===== src/rtl/pkt_arbiter.sv =====
// Packet arbiter feeding usb_comm: buffered trace traffic has priority, two aux sources share idle slots round-robin.
// Optional PKT_ARB_HWM_EN builds the trace FIFO occupancy high-water-mark tracker; otherwise fifo_hwm reads 0.
module pkt_arbiter #(
    parameter int          FIFO_LOG2 = 4,
    parameter logic [15:0] CFG_ADDR  = 16'h0002
) (
    input  logic                 mclk,
    input  logic                 reset,
    input  logic [15:0]          config_addr,
    input  logic [15:0]          config_data,
    input  logic                 config_strobe,
    input  logic [31:0]          trace_data,
    input  logic                 trace_strobe,
    input  logic [31:0]          aux0_data,
    input  logic                 aux0_valid,
    output logic                 aux0_ready,
    input  logic [31:0]          aux1_data,
    input  logic                 aux1_valid,
    output logic                 aux1_ready,
    input  logic                 out_full,
    output logic [31:0]          packet_data,
    output logic                 packet_strobe,
    output logic [15:0]          overflow_count,
    output logic [FIFO_LOG2:0]   fifo_hwm
);
    localparam int               DEPTH   = 1 << FIFO_LOG2;
    localparam logic [FIFO_LOG2:0] DEPTH_C = (FIFO_LOG2+1)'(DEPTH);

    logic [31:0]          mem [DEPTH];
    logic [FIFO_LOG2-1:0] wr_ptr, rd_ptr;
    logic [FIFO_LOG2:0]   count;
    logic [15:0]          drops;
    logic                 pending;
    logic [2:0]           cfg;
    logic                 rr;

    logic        has_room, push_trace, drop, push_marker, do_push;
    logic        fifo_empty, pop, aux_slot, req0, req1, clr;
    logic [31:0] wr_word;

    // Room is judged on the pre-pop count, so a full FIFO drops even while draining.
    assign has_room    = count < DEPTH_C;
    assign push_trace  = trace_strobe && has_room;
    assign drop        = trace_strobe && !has_room;
    assign push_marker = pending && has_room && !trace_strobe;
    assign do_push     = push_trace || push_marker;
    assign wr_word     = push_trace ? trace_data : {16'hFFFE, drops};

    assign fifo_empty  = (count == '0);
    assign pop         = !out_full && !fifo_empty;
    assign aux_slot    = !out_full && fifo_empty;
    assign req0        = aux0_valid && cfg[0];
    assign req1        = aux1_valid && cfg[1];
    assign aux0_ready  = aux_slot && req0 && (!req1 || !rr);
    assign aux1_ready  = aux_slot && req1 && (!req0 || rr);
    assign clr         = cfg[2];

    always_ff @(posedge mclk) begin
        if (do_push) mem[wr_ptr] <= wr_word;
    end

    always_ff @(posedge mclk or posedge reset) begin
        if (reset) begin
            wr_ptr         <= '0;
            rd_ptr         <= '0;
            count          <= '0;
            drops          <= '0;
            pending        <= 1'b0;
            cfg            <= 3'b011;
            rr             <= 1'b0;
            packet_strobe  <= 1'b0;
            packet_data    <= '0;
            overflow_count <= '0;
        end else begin
            if (do_push) wr_ptr <= wr_ptr + 1'b1;
            if (pop)     rd_ptr <= rd_ptr + 1'b1;
            count <= count + (FIFO_LOG2+1)'(do_push) - (FIFO_LOG2+1)'(pop);

            if (aux0_ready || aux1_ready) rr <= !rr;

            packet_strobe <= pop || aux0_ready || aux1_ready;
            if (pop)             packet_data <= mem[rd_ptr];
            else if (aux0_ready) packet_data <= aux0_data;
            else if (aux1_ready) packet_data <= aux1_data;

            // Clear bit is a one-cycle pulse; enables persist.
            if (config_strobe && config_addr == CFG_ADDR) cfg <= config_data[2:0];
            else                                          cfg[2] <= 1'b0;

            if (clr) begin
                overflow_count <= '0;
                drops          <= '0;
                pending        <= 1'b0;
            end else if (drop) begin
                if (overflow_count != 16'hFFFF) overflow_count <= overflow_count + 16'd1;
                if (drops != 16'hFFFF)          drops          <= drops + 16'd1;
                pending <= 1'b1;
            end else if (push_marker) begin
                drops   <= '0;
                pending <= 1'b0;
            end
        end
    end

`ifdef PKT_ARB_HWM_EN
    logic [FIFO_LOG2:0] hwm;
    always_ff @(posedge mclk or posedge reset) begin
        if (reset)            hwm <= '0;
        else if (clr)         hwm <= '0;
        else if (count > hwm) hwm <= count;
    end
    assign fifo_hwm = hwm;
`else
    assign fifo_hwm = '0;
`endif

endmodule

===== config.mk =====
export PLATFORM = sky130hd
export DESIGN_NAME = pkt_arbiter
export DESIGN_NICKNAME = d
export VERILOG_FILES = /design/src/rtl/pkt_arbiter.sv
export SDC_FILE = /design/constraint.sdc
export NUM_CORES = 1
export LEC_CHECK = 0
export CORE_MARGIN = 2
export CORE_UTILIZATION = 40
export CTS_BUF_LIST = sky130_fd_sc_hd__clkbuf_4
export DETAILED_ROUTE_END_ITERATION = 6
export GPL_ROUTABILITY_DRIVEN = 1
export SKIP_LAST_GASP = 1
export SLEW_MARGIN = 40
export SYNTH_ARGS = -nofsm -noshare
export SYNTH_HDL_FRONTEND = slang
export SYNTH_SLANG_ARGS = --single-unit

===== constraint.sdc =====
create_clock -name mclk -period 5.25 [get_ports mclk]
set_input_delay 0.525 -clock mclk [delete_from_list [all_inputs] [get_ports mclk]]
set_output_delay 0.525 -clock mclk [all_outputs]
set_load 0.01 [all_outputs]

==> results.cfg <==
[outcome]
outcome = finished, final reports clean

[clocking]
numCtsBuffers = 157
postCtsSetupBuffers = 0
cts_tree = done
cts.clk_slew.worst_paths_ns = 0.06
ctsRootBufferMaster = clkbuf_4
h-tree-depth = 4
clock-sinks = 595
clockBufferDepth = 3
clock_latency_ns = 0.92

[critical_path]
reg2reg_slack_ns = 2.15
r2r-start = count[4]
critPathLaunch = count[4]
startpoint_type = flip-flop
rr_worst_depth = 7
r2r-end = packet_data[15]
path_max_fanout = 11
critical_path_class = reg2out
cp.arrival_ns = 3.35
worstPathRequired_ns = 4.72
cp-end-kind = output port

[detailed_routing]
dr_total_vias = 13900
ant_nets = 0
route.detailed.drc = 0
wirelength_um = 59800
dr.pass1.iters = 5
routedWlPerCell_um = 23.2
vias_per_cell = 5.40
drt_iter0_drc = 1098

[power]
p_leak_uw = 0.0101
power_uw = 14800
power-per-cell-area_nw_per_um2 = 504
peakVddDrop_mv = 0.247

[synthesis]
ys_warn_count = 0
async_flop_share_pct = 13.9
syn-mean-instance-area_um2 = 17.5
synthCells = 1370
ys_seq_area_share_pct = 72.6
synth-main-ff-cell = edfxtp_1
synth_edf_count = 512
ys_ff_latch = 595
syn_area_um2 = 24000
synth_cell_type_count = 60

[grt]
grt_usage_pct = 19.7
grt_pass1_vias = 14600
grt_max_degree = 55
antenna_found_initial = 2
gr-total-overflow = 0
grt_pass1_wl_um = 90000

[floorplanning]
die_area_um2 = 62100
die_w_um = 249
placementRows = 89
initial_utilization_pct = 40.6
die_y_um = 249
ios = 191
placeableCoreArea_um2 = 59200

[sta]
tightest_slew_ns = 0.803
hold_viol = 0
clock.fmax_ghz = 0.258
fin_setup_tns_ns = 0
rsz0062_at_grt = false
fin_crit_ns = 3.87
drv_slew = 0
postLayoutSetupSlackWorst_ns = 1.38
fin_skew_ns = 0.0437
min_period_over_period_pct = 73.8
max_slew_margin_pct = 46.5
setup_viol = 0

[cells_and_area]
fin_util_pct = 49.4
areaGrowthSynthToFinish_pct = 21.7
final_area_um2 = 29200
nFillCells = 5051
seqCellArea_um2 = 17500
multi_input_area_um2 = 6340
nets = 1819
drive_above_1_share_pct = 25.7

[placed_design]
placed_area_um2 = 27000
place_hpwl_um = 35900
place_ws_ns = 1.65
finalWeightedCongestion = 0.787
io_buffers = 172

[worst_hold_path]
holdPathStages = 3
min_from = config_data[2]
hold_path.class = in2reg
min_to = cfg[2]

[flow_run]
drv_cap = 0
==> logic make-up (layout without fill, tap and decap cells) <==
group	count (synthesis)	in the layout	synth area share [%]
adders and majority gates	13	13	0.708
other	1	8	0.0156
muxes	203	203	12.9
buffers and inverters	101	528	1.83
AOI/OAI and AO/OA	219	219	6.53
and+or+nand+nor	208	208	4.24
DFF	595	595	72.6
xor gates and xnor gates	30	30	1.09
==> Yosys cell counts, types with 4 or more instances <==
master      n  area [um2]
buf_1       7        26.3
o221ai_1    8        70.1
mux4_2     84        1890
ha_1       12         150
nor2b_1     4        25.0
a211oi_1    4        30.0
dfrtp_1    81        2030
nand2_1    49         184
buf_4       5        37.5
nor2_1     54         203
xor2_1     12         105
a22o_1     25         219
buf_2      27         135
edfxtp_1  512       15400
nor4_1      5        31.3
xnor2_1    18         158
nor3_1     30         150
a31oi_1     4        25.0
a21oi_1    34         170
clkbuf_1   44         165
inv_1      17        63.8
nand2b_1   18         113
a221oi_1   24         210
nand3_1    13        65.1
o22ai_1    33         206
mux2_2     23         259
or3_1       8        50.1
a22oi_1    44         330
and2_1      4        25.0
o21ai_0    23         115
mux2i_1    96         961
nand4_1     7        43.8
==> repair_timing <==
item	CTS	global route
gates resized for setup	0	0
endpoints found under the hold margin	49	0
hold buffers	1	0
==> layout by cell type (no fill, tap or decap), drive strengths merged, types with 35 or more instances in the layout <==
master         synthesis  layout
a21oi                 35      35
nor2                  54      54
edfxtp               512     512
buf                   40      49
mux2i                 96      96
a22oi                 44      44
mux4                  84      84
clkdlybuf4s50          0     172
clkbuf                44     252
dfrtp                 81      81
nand2                 49      49
==> layer usage <==
layer	wire, um	vias to the layer above	global-route usage (%)	part of all wire, %
met5	0	-	0	0
met4	776	0	6.39	1.3
met3	4190	67	6.09	7.0
met2	28800	444	31.1	48
met1	26000	7162	26.0	43
li1	-	6231	-	-
==> power by group <==
part           internal, uW  switching, uW  total [uW]
Sequential             5950            371        6320
Clock                  2370           1860        4230
Combinational          1880           2320        4200
==> state kept, by name, indices dropped and copies added (netlist names) <==
register,flops
cfg,3
count,5
drops,16
mem,512
overflow_count,16
packet_data,32
packet_strobe,1
pending,1
rd_ptr,4
rr,1
wr_ptr,4
==> how the worst max path moves through the flow <==
| stage | to | slack [ns] | depth (start not counted) |
|---|---|---|---|
| floorplan | mem[3][0] | 1.46 | 4 |
| global placement | mem[8][21] | 1.60 | 6 |
| detailed placement | mem[5][16] | 1.65 | 6 |
| CTS | aux1_ready | 1.23 | 5 |
| global route | aux1_ready | 1.09 | 5 |
| finish | aux0_ready | 1.38 | 5 |
==> worst max-delay path, stage by stage (launching register included) <==
cell and delay, ns:
dfrtp_1 0.56, nor4b_2 0.59, nor2b_2 0.35, nand2_1 0.30
inv_1 0.12, clkdlybuf4s50_1 0.54
==> cell type report <==
| type | count | area share, % |
|---|---|---|
| sequential | 595 | 59.7 |
| multi-input combinational | 678 | 21.7 |
| timing repair buffer | 222 | 7.70 |
| clock buffer | 252 | 6.47 |
| tap | 773 | 3.31 |
| clock inverter | 37 | 0.881 |
| inverter | 17 | 0.235 |
| antenna | 3 | 0.0257 |
==> metrics by stage <==
| step | cells | hold slack [ns] |
|---|---|---|
| 2_1_floorplan | 1374 | 0.465 |
| 3_3_place_gp | 2274 | 0.496 |
| 3_5_place_dp | 2282 | 0.507 |
| 4_1_cts | 2572 | 0.0120 |
| 5_1_grt | 2576 | 0.0870 |
| 6_report | 2577 | 0.166 |
Note: power is estimated with default switching activity, not from simulation.
==> RTL change 1: new RTL, same flow settings <==
Build with the macro `PKT_ARB_HWM_EN` defined.
--- a/src/rtl/pkt_arbiter.sv
+++ b/src/rtl/pkt_arbiter.sv
@@ -1,5 +1,7 @@
 // Packet arbiter feeding usb_comm: buffered trace traffic has priority, two aux sources share idle slots round-robin.
 // Optional PKT_ARB_HWM_EN builds the trace FIFO occupancy high-water-mark tracker; otherwise fifo_hwm reads 0.
+`define PKT_ARB_HWM_EN
+
 module pkt_arbiter #(
     parameter int          FIFO_LOG2 = 4,
     parameter logic [15:0] CFG_ADDR  = 16'h0002
Formal check against the unedited RTL: not equivalent (Yosys sat finds a counterexample within 4 cycles, from zero or initial values and one cycle with reset high).
==> RTL change 1 against the unedited design <==
  * Worst setup slack lost 410 ps
  * Highest routed layer unchanged
  * First-iteration DRC count grew 4.6%
  * Non-clock buffer count shrank 8
  * Die area grew 2.1%
  * Cell count grew 0.62%
  * Global-route usage grew 0.79 points
  * Critical path type unchanged
  * Routed wire length grew 6.4%
  * Area after synthesis grew 2.2%
  * Largest power group unchanged
  * Largest cell class unchanged
  * Power shrank 0.16%
  * Sequential share of layout area grew 0.16 points
  * Clock skew grew 6.5 ps
  * Sequential power grew 3%
  * Final area grew 0.46%
  * Sequential cell count grew 5
==> RTL change 1: results (changes against the unedited design) <==
\begin{tabular}{lr}
\hline
Metric & Value \\
\hline
\multicolumn{2}{l}{\textbf{Status}} \\
\quad Status & finished clean (unchanged) \\
\multicolumn{2}{l}{\textbf{Setup path}} \\
\quad Worst R2R Setup Slack & 2040 ps (was 2150 ps) \\
\quad CP endpoint & aux1\_ready (was aux0\_ready) \\
\quad CP Data Arrival Time & 3760 ps (was 3350 ps) \\
\quad Cell count of the worst reg-to-reg path & 13 (was 7) \\
\quad Worst stage delay on the critical path & 840 ps (was 590 ps) \\
\quad Master of the slowest instance on the critical path & sky130\_fd\_sc\_hd\_\_or4b\_1 (was sky130\_fd\_sc\_hd\_\_nor4b\_2) \\
\multicolumn{2}{l}{\textbf{Routing}} \\
\quad Average via count per standard cell & 5.53 (was 5.40) \\
\quad Post-Route WL & 63600 um (was 59800 um) \\
\quad 1st-iter DRT viols & 1149 (was 1098) \\
\multicolumn{2}{l}{\textbf{Power and ir drop}} \\
\quad VDD IR max & 0.272 mV (was 0.247 mV) \\
\quad Lkg Pwr & 0.0101 uW (about the same) \\
\multicolumn{2}{l}{\textbf{Yosys}} \\
\quad Post-synth ARST share & 0.147 (was 0.139) \\
\quad Average instance area after synthesis & 17.7 sq um (was 17.5 sq um) \\
\quad Netlist cell types & 71 (was 60) \\
\multicolumn{2}{l}{\textbf{Placed design}} \\
\quad Cell count after placement & 2301 (was 2282) \\
\multicolumn{2}{l}{\textbf{Timing}} \\
\quad Final worst clock skew & 50.3 ps (was 43.7 ps) \\
\quad Tightest Pin Transition & 828 ps (was 803 ps) \\
\multicolumn{2}{l}{\textbf{Clocking}} \\
\quad Worst-skew pair later-pin latency & 980 ps (was 920 ps) \\
\quad CTS buffer count & 156 (was 157) \\
\multicolumn{2}{l}{\textbf{Global route}} \\
\quad Wire length of the first global-routing pass & 93500 um (was 90000 um) \\
\quad Largest net degree at the start of global routing & 54 (was 55) \\
\quad Vias in the first global route & 15200 (was 14600) \\
\multicolumn{2}{l}{\textbf{Layout}} \\
\quad Filler cells & 5157 (was 5051) \\
\quad Share of cells above drive strength 1 & 0.249 (was 0.257) \\
\quad Nets@finish & 1835 (was 1819) \\
\hline
\end{tabular}
-- RTL change 1: cell count changes after synthesis, moves of 11 or more --
cell	unedited run	this run
sky130_fd_sc_hd__nand2_1	49	33
sky130_fd_sc_hd__a21oi_1	34	14
sky130_fd_sc_hd__o21ai_0	23	11
sky130_fd_sc_hd__nor3_1	30	42
sky130_fd_sc_hd__inv_1	17	30
sky130_fd_sc_hd__o211ai_1	3	17
sky130_fd_sc_hd__clkbuf_1	44	25
sky130_fd_sc_hd__mux4_2	84	95
sky130_fd_sc_hd__a22oi_1	44	13
sky130_fd_sc_hd__o22ai_1	33	54
-- RTL change 1: where the power goes --
part / total, uW / internal, uW / switching, uW
logic: 4220 / 1950 / 2270
registers: 6510 / 5990 / 514
clock network: 4000 / 2100 / 1900
total: 14700 / 10000 / 4680
-- RTL change 1: worst min path at each step --
stage,start,to
6_report,config_addr[1],cfg[2]
5_1_grt,config_data[0],cfg[0]
4_1_cts,config_data[0],cfg[0]
3_5_place_dp,pending,pending
3_3_place_gp,pending,pending
2_1_floorplan,pending,pending
-- RTL change 1: final cells by class --
cell class	instances	area, sq um	share of cell area
clock inverters	52	260	0.00886
multi-input cells	679	6570	0.224
diodes	2	5.00	0.000170
clock buffers	234	1760	0.0598
flip-flops and latches	600	17600	0.599
inverters	30	118	0.00400
repair buffers	214	2100	0.0715
well taps	782	978	0.0333
-- RTL change 1: per-layer routing --
metal  up-vias  share of wire  global-route usage
li1       6309              -                   -
met3       119          0.064              0.0490
met1      7382           0.41               0.256
met5         -              0                   0
met2       537           0.50               0.342
met4         0          0.026              0.0825
-- RTL change 1: cell families (layout without fill, tap and decap cells) --
family,after synthesis,after routing,share of synthesized area
flip-flops,600,600,0.716
AND/OR/NAND/NOR,233,233,0.0514
multiplexers,206,206,0.133
AO/OA/AOI/OAI,193,193,0.0586
buffers and inverters,105,530,0.0204
XOR/XNOR,28,28,0.00999
adder cells (fa/ha/maj),19,19,0.00999
other,0,2,0
-- RTL change 1: metrics by stage --
| stage | hold WS, ps | utilization | total power, uW | instance area [sq um] |
|---|---|---|---|---|
| floorplan | 460 | - | 9280 | 24500 |
| global placement | 485 | 0.451 | 10800 | 27300 |
| detailed placement | 484 | 0.451 | 10800 | 27300 |
| CTS | 65.9 | 0.485 | 14900 | 29300 |
| global route | 132 | 0.486 | 15500 | 29400 |
| finish | 205 | 0.486 | 14700 | 29400 |
-- RTL change 1: timing repair --
action / CTS / global route
endpoints found under the hold margin: 2 / 0
hold buffers: 2 / 0
endpoints found under the setup margin: 0 / 0
buffers inserted: 0 / 0
==> RTL change 2: new RTL, same flow settings <==
Made on the original files. Register the output `overflow_count` once more; this adds one clock of latency there. The other outputs are not delayed to match.
--- a/src/rtl/pkt_arbiter.sv
+++ b/src/rtl/pkt_arbiter.sv
@@ -25,6 +25,8 @@
 );
     localparam int               DEPTH   = 1 << FIFO_LOG2;
     localparam logic [FIFO_LOG2:0] DEPTH_C = (FIFO_LOG2+1)'(DEPTH);
+
+    logic [15:0] overflow_count_s0;
 
     logic [31:0]          mem [DEPTH];
     logic [FIFO_LOG2-1:0] wr_ptr, rd_ptr;
@@ -70,7 +72,7 @@
             rr             <= 1'b0;
             packet_strobe  <= 1'b0;
             packet_data    <= '0;
-            overflow_count <= '0;
+            overflow_count_s0 <= '0;
         end else begin
             if (do_push) wr_ptr <= wr_ptr + 1'b1;
             if (pop)     rd_ptr <= rd_ptr + 1'b1;
@@ -88,11 +90,11 @@
             else                                          cfg[2] <= 1'b0;
 
             if (clr) begin
-                overflow_count <= '0;
+                overflow_count_s0 <= '0;
                 drops          <= '0;
                 pending        <= 1'b0;
             end else if (drop) begin
-                if (overflow_count != 16'hFFFF) overflow_count <= overflow_count + 16'd1;
+                if (overflow_count_s0 != 16'hFFFF) overflow_count_s0 <= overflow_count_s0 + 16'd1;
                 if (drops != 16'hFFFF)          drops          <= drops + 16'd1;
                 pending <= 1'b1;
             end else if (push_marker) begin
@@ -114,4 +116,8 @@
     assign fifo_hwm = '0;
 `endif
 
+    always_ff @(posedge mclk) begin
+        overflow_count <= overflow_count_s0;
+    end
+
 endmodule
Check against the original RTL: no difference found for any inputs over 4 cycles, from zero or initial values and one cycle with reset high; that may be too few to reach the edited logic, so the function may still have changed.
==> RTL change 2 against the unedited design <==
  * Sequential power up 3%
  * Sequential cell count up 16
  * Core utilization down 0.91 points
  * Final area up 2.1%
  * Via count is 3.1% higher
  * Worst setup slack improved by 120 ps
  * Worst hold slack lost 75 ps
  * Routed wire length grew 3.2%
  * Power increased by 0.31%
  * Area after synthesis up 3.4%
  * Critical path type unchanged
  * Critical endpoint is now aux1_ready
  * Largest cell class unchanged
  * Largest power group unchanged
==> RTL change 2: results (changes against the unedited design) <==
\begin{tabular}{lr}
\hline
Metric & Value \\
\hline
\multicolumn{2}{l}{\textbf{Setup path}} \\
\quad Worst reg2reg path endpoint & count[4] (was packet\_data[15]) \\
\quad Worst stage delay on the critical path & 560 ps (was 590 ps) \\
\quad Cell count of the worst reg-to-reg path & 13 (was 7) \\
\quad Critical Path Fanout Max & 15 (was 11) \\
\quad CP Data Arrival Time & 3230 ps (was 3350 ps) \\
\quad CP endpoint & aux1\_ready (was aux0\_ready) \\
\quad Reg-to-reg critical path startpoint & count[2] (was count[4]) \\
\multicolumn{2}{l}{\textbf{Yosys}} \\
\quad Sequential share of the synthesized area & 0.715 (was 0.726) \\
\quad Post-synth ARST share & 0.136 (was 0.139) \\
\quad Gate Count Post-Synth & 1393 (was 1370) \\
\quad Netlist cell types & 70 (was 60) \\
\quad Leading cell types by count after synthesis & sky130\_fd\_sc\_hd\_\_edfxtp\_1 (512), sky130\_fd\_sc\_hd\_\_mux4\_2 (104), sky130\_fd\_sc\_hd\_\_dfrtp\_1 (81) (was sky130\_fd\_sc\_hd\_\_edfxtp\_1 (512), sky130\_fd\_sc\_hd\_\_mux2i\_1 (96), sky130\_fd\_sc\_hd\_\_mux4\_2 (84)) \\
\multicolumn{2}{l}{\textbf{Routing}} \\
\quad Routed vias & 14300 (was 13900) \\
\quad Average via count per standard cell & 5.39 (was 5.40) \\
\quad Post-DR wirelength/cell & 23.2 um (about the same) \\
\quad 1st-iter DRT viols & 1237 (was 1098) \\
\multicolumn{2}{l}{\textbf{Layout}} \\
\quad Nets@finish & 1842 (was 1819) \\
\multicolumn{2}{l}{\textbf{Status}} \\
\quad Status & finished clean (unchanged) \\
\multicolumn{2}{l}{\textbf{Global route}} \\
\quad Overall fraction of global-route tracks in use & 0.197 (about the same) \\
\quad Largest net degree at the start of global routing & 62 (was 55) \\
\quad Vias in the first global route & 14800 (was 14600) \\
\multicolumn{2}{l}{\textbf{Placed design}} \\
\quad Cell count after placement & 2367 (was 2282) \\
\quad Port Buffer Count & 172 (unchanged) \\
\quad Routability-driven placement congestion ratio & 0.760 (was 0.787) \\
\multicolumn{2}{l}{\textbf{Power and ir drop}} \\
\quad VDD IR max & 0.255 mV (was 0.247 mV) \\
\quad Lkg Pwr & 0.0101 uW (about the same) \\
\quad Net switching power & 4590 uW (was 4550 uW) \\
\multicolumn{2}{l}{\textbf{Timing}} \\
\quad Final worst clock skew & 62.8 ps (was 43.7 ps) \\
\hline
\end{tabular}
## RTL change 2: worst min-delay path, cell delays in order
cell	delay [ps]
sky130_fd_sc_hd__clkdlybuf4s50_1	390
sky130_fd_sc_hd__inv_1	50
sky130_fd_sc_hd__nor4_1	40
## RTL change 2: power groups by stage
stage	clock (uW)	sequential, uW	combinational [uW]
3_5_place_dp	0	6660	4210
6_report	4050	6510	4240
5_1_grt	4400	6580	4570
3_3_place_gp	0	6760	3990
2_1_floorplan	0	6440	2880
4_1_cts	4160	6570	4220
## RTL change 2: logic make-up after synthesis
kind of cell	synth area share
xor+xnor	0.00423
buf+inv	0.0211
simple gates	0.0489
flops	0.715
compound gates	0.0600
other cells	0.000151
mux	0.143
fa+ha+maj	0.00685
## RTL change 2: cell type report
type	count	area (sq um)	area share
Sequential cell	611	17800	0.596
Multi-Input combinational cell	679	6700	0.225
Timing Repair Buffer	226	2210	0.0742
Clock buffer	230	1730	0.0579
Tap cell	837	1050	0.0351
Clock inverter	49	272	0.00910
Inverter	19	76.3	0.00256
Antenna cell	7	17.5	0.000587
## RTL change 2: per-stage QoR
step | hold WS [ps] | util | setup slack, ps
after floorplan | 361 | - | 1460
after global placement | 379 | 0.449 | 1460
after detailed placement | 394 | 0.450 | 1570
after CTS | 11.4 | 0.483 | 1420
after global routing | 10.3 | 0.484 | 1320
final | 91.1 | 0.484 | 1500
## RTL change 2: what timing repair did
action                                  CTS  global route
buffers inserted                          0             0
endpoints found under the setup margin    0             0
hold endpoints to repair                 31             0
hold buffers                              1             0
## RTL change 2: per-layer routing
metal | track usage | share of wire | up-vias
li1 | - | - | 6352
met1 | 0.265 | 0.43 | 7360
met2 | 0.309 | 0.48 | 536
met3 | 0.0513 | 0.068 | 88
met4 | 0.0710 | 0.021 | 2
met5 | 0 | 0.00018 | -
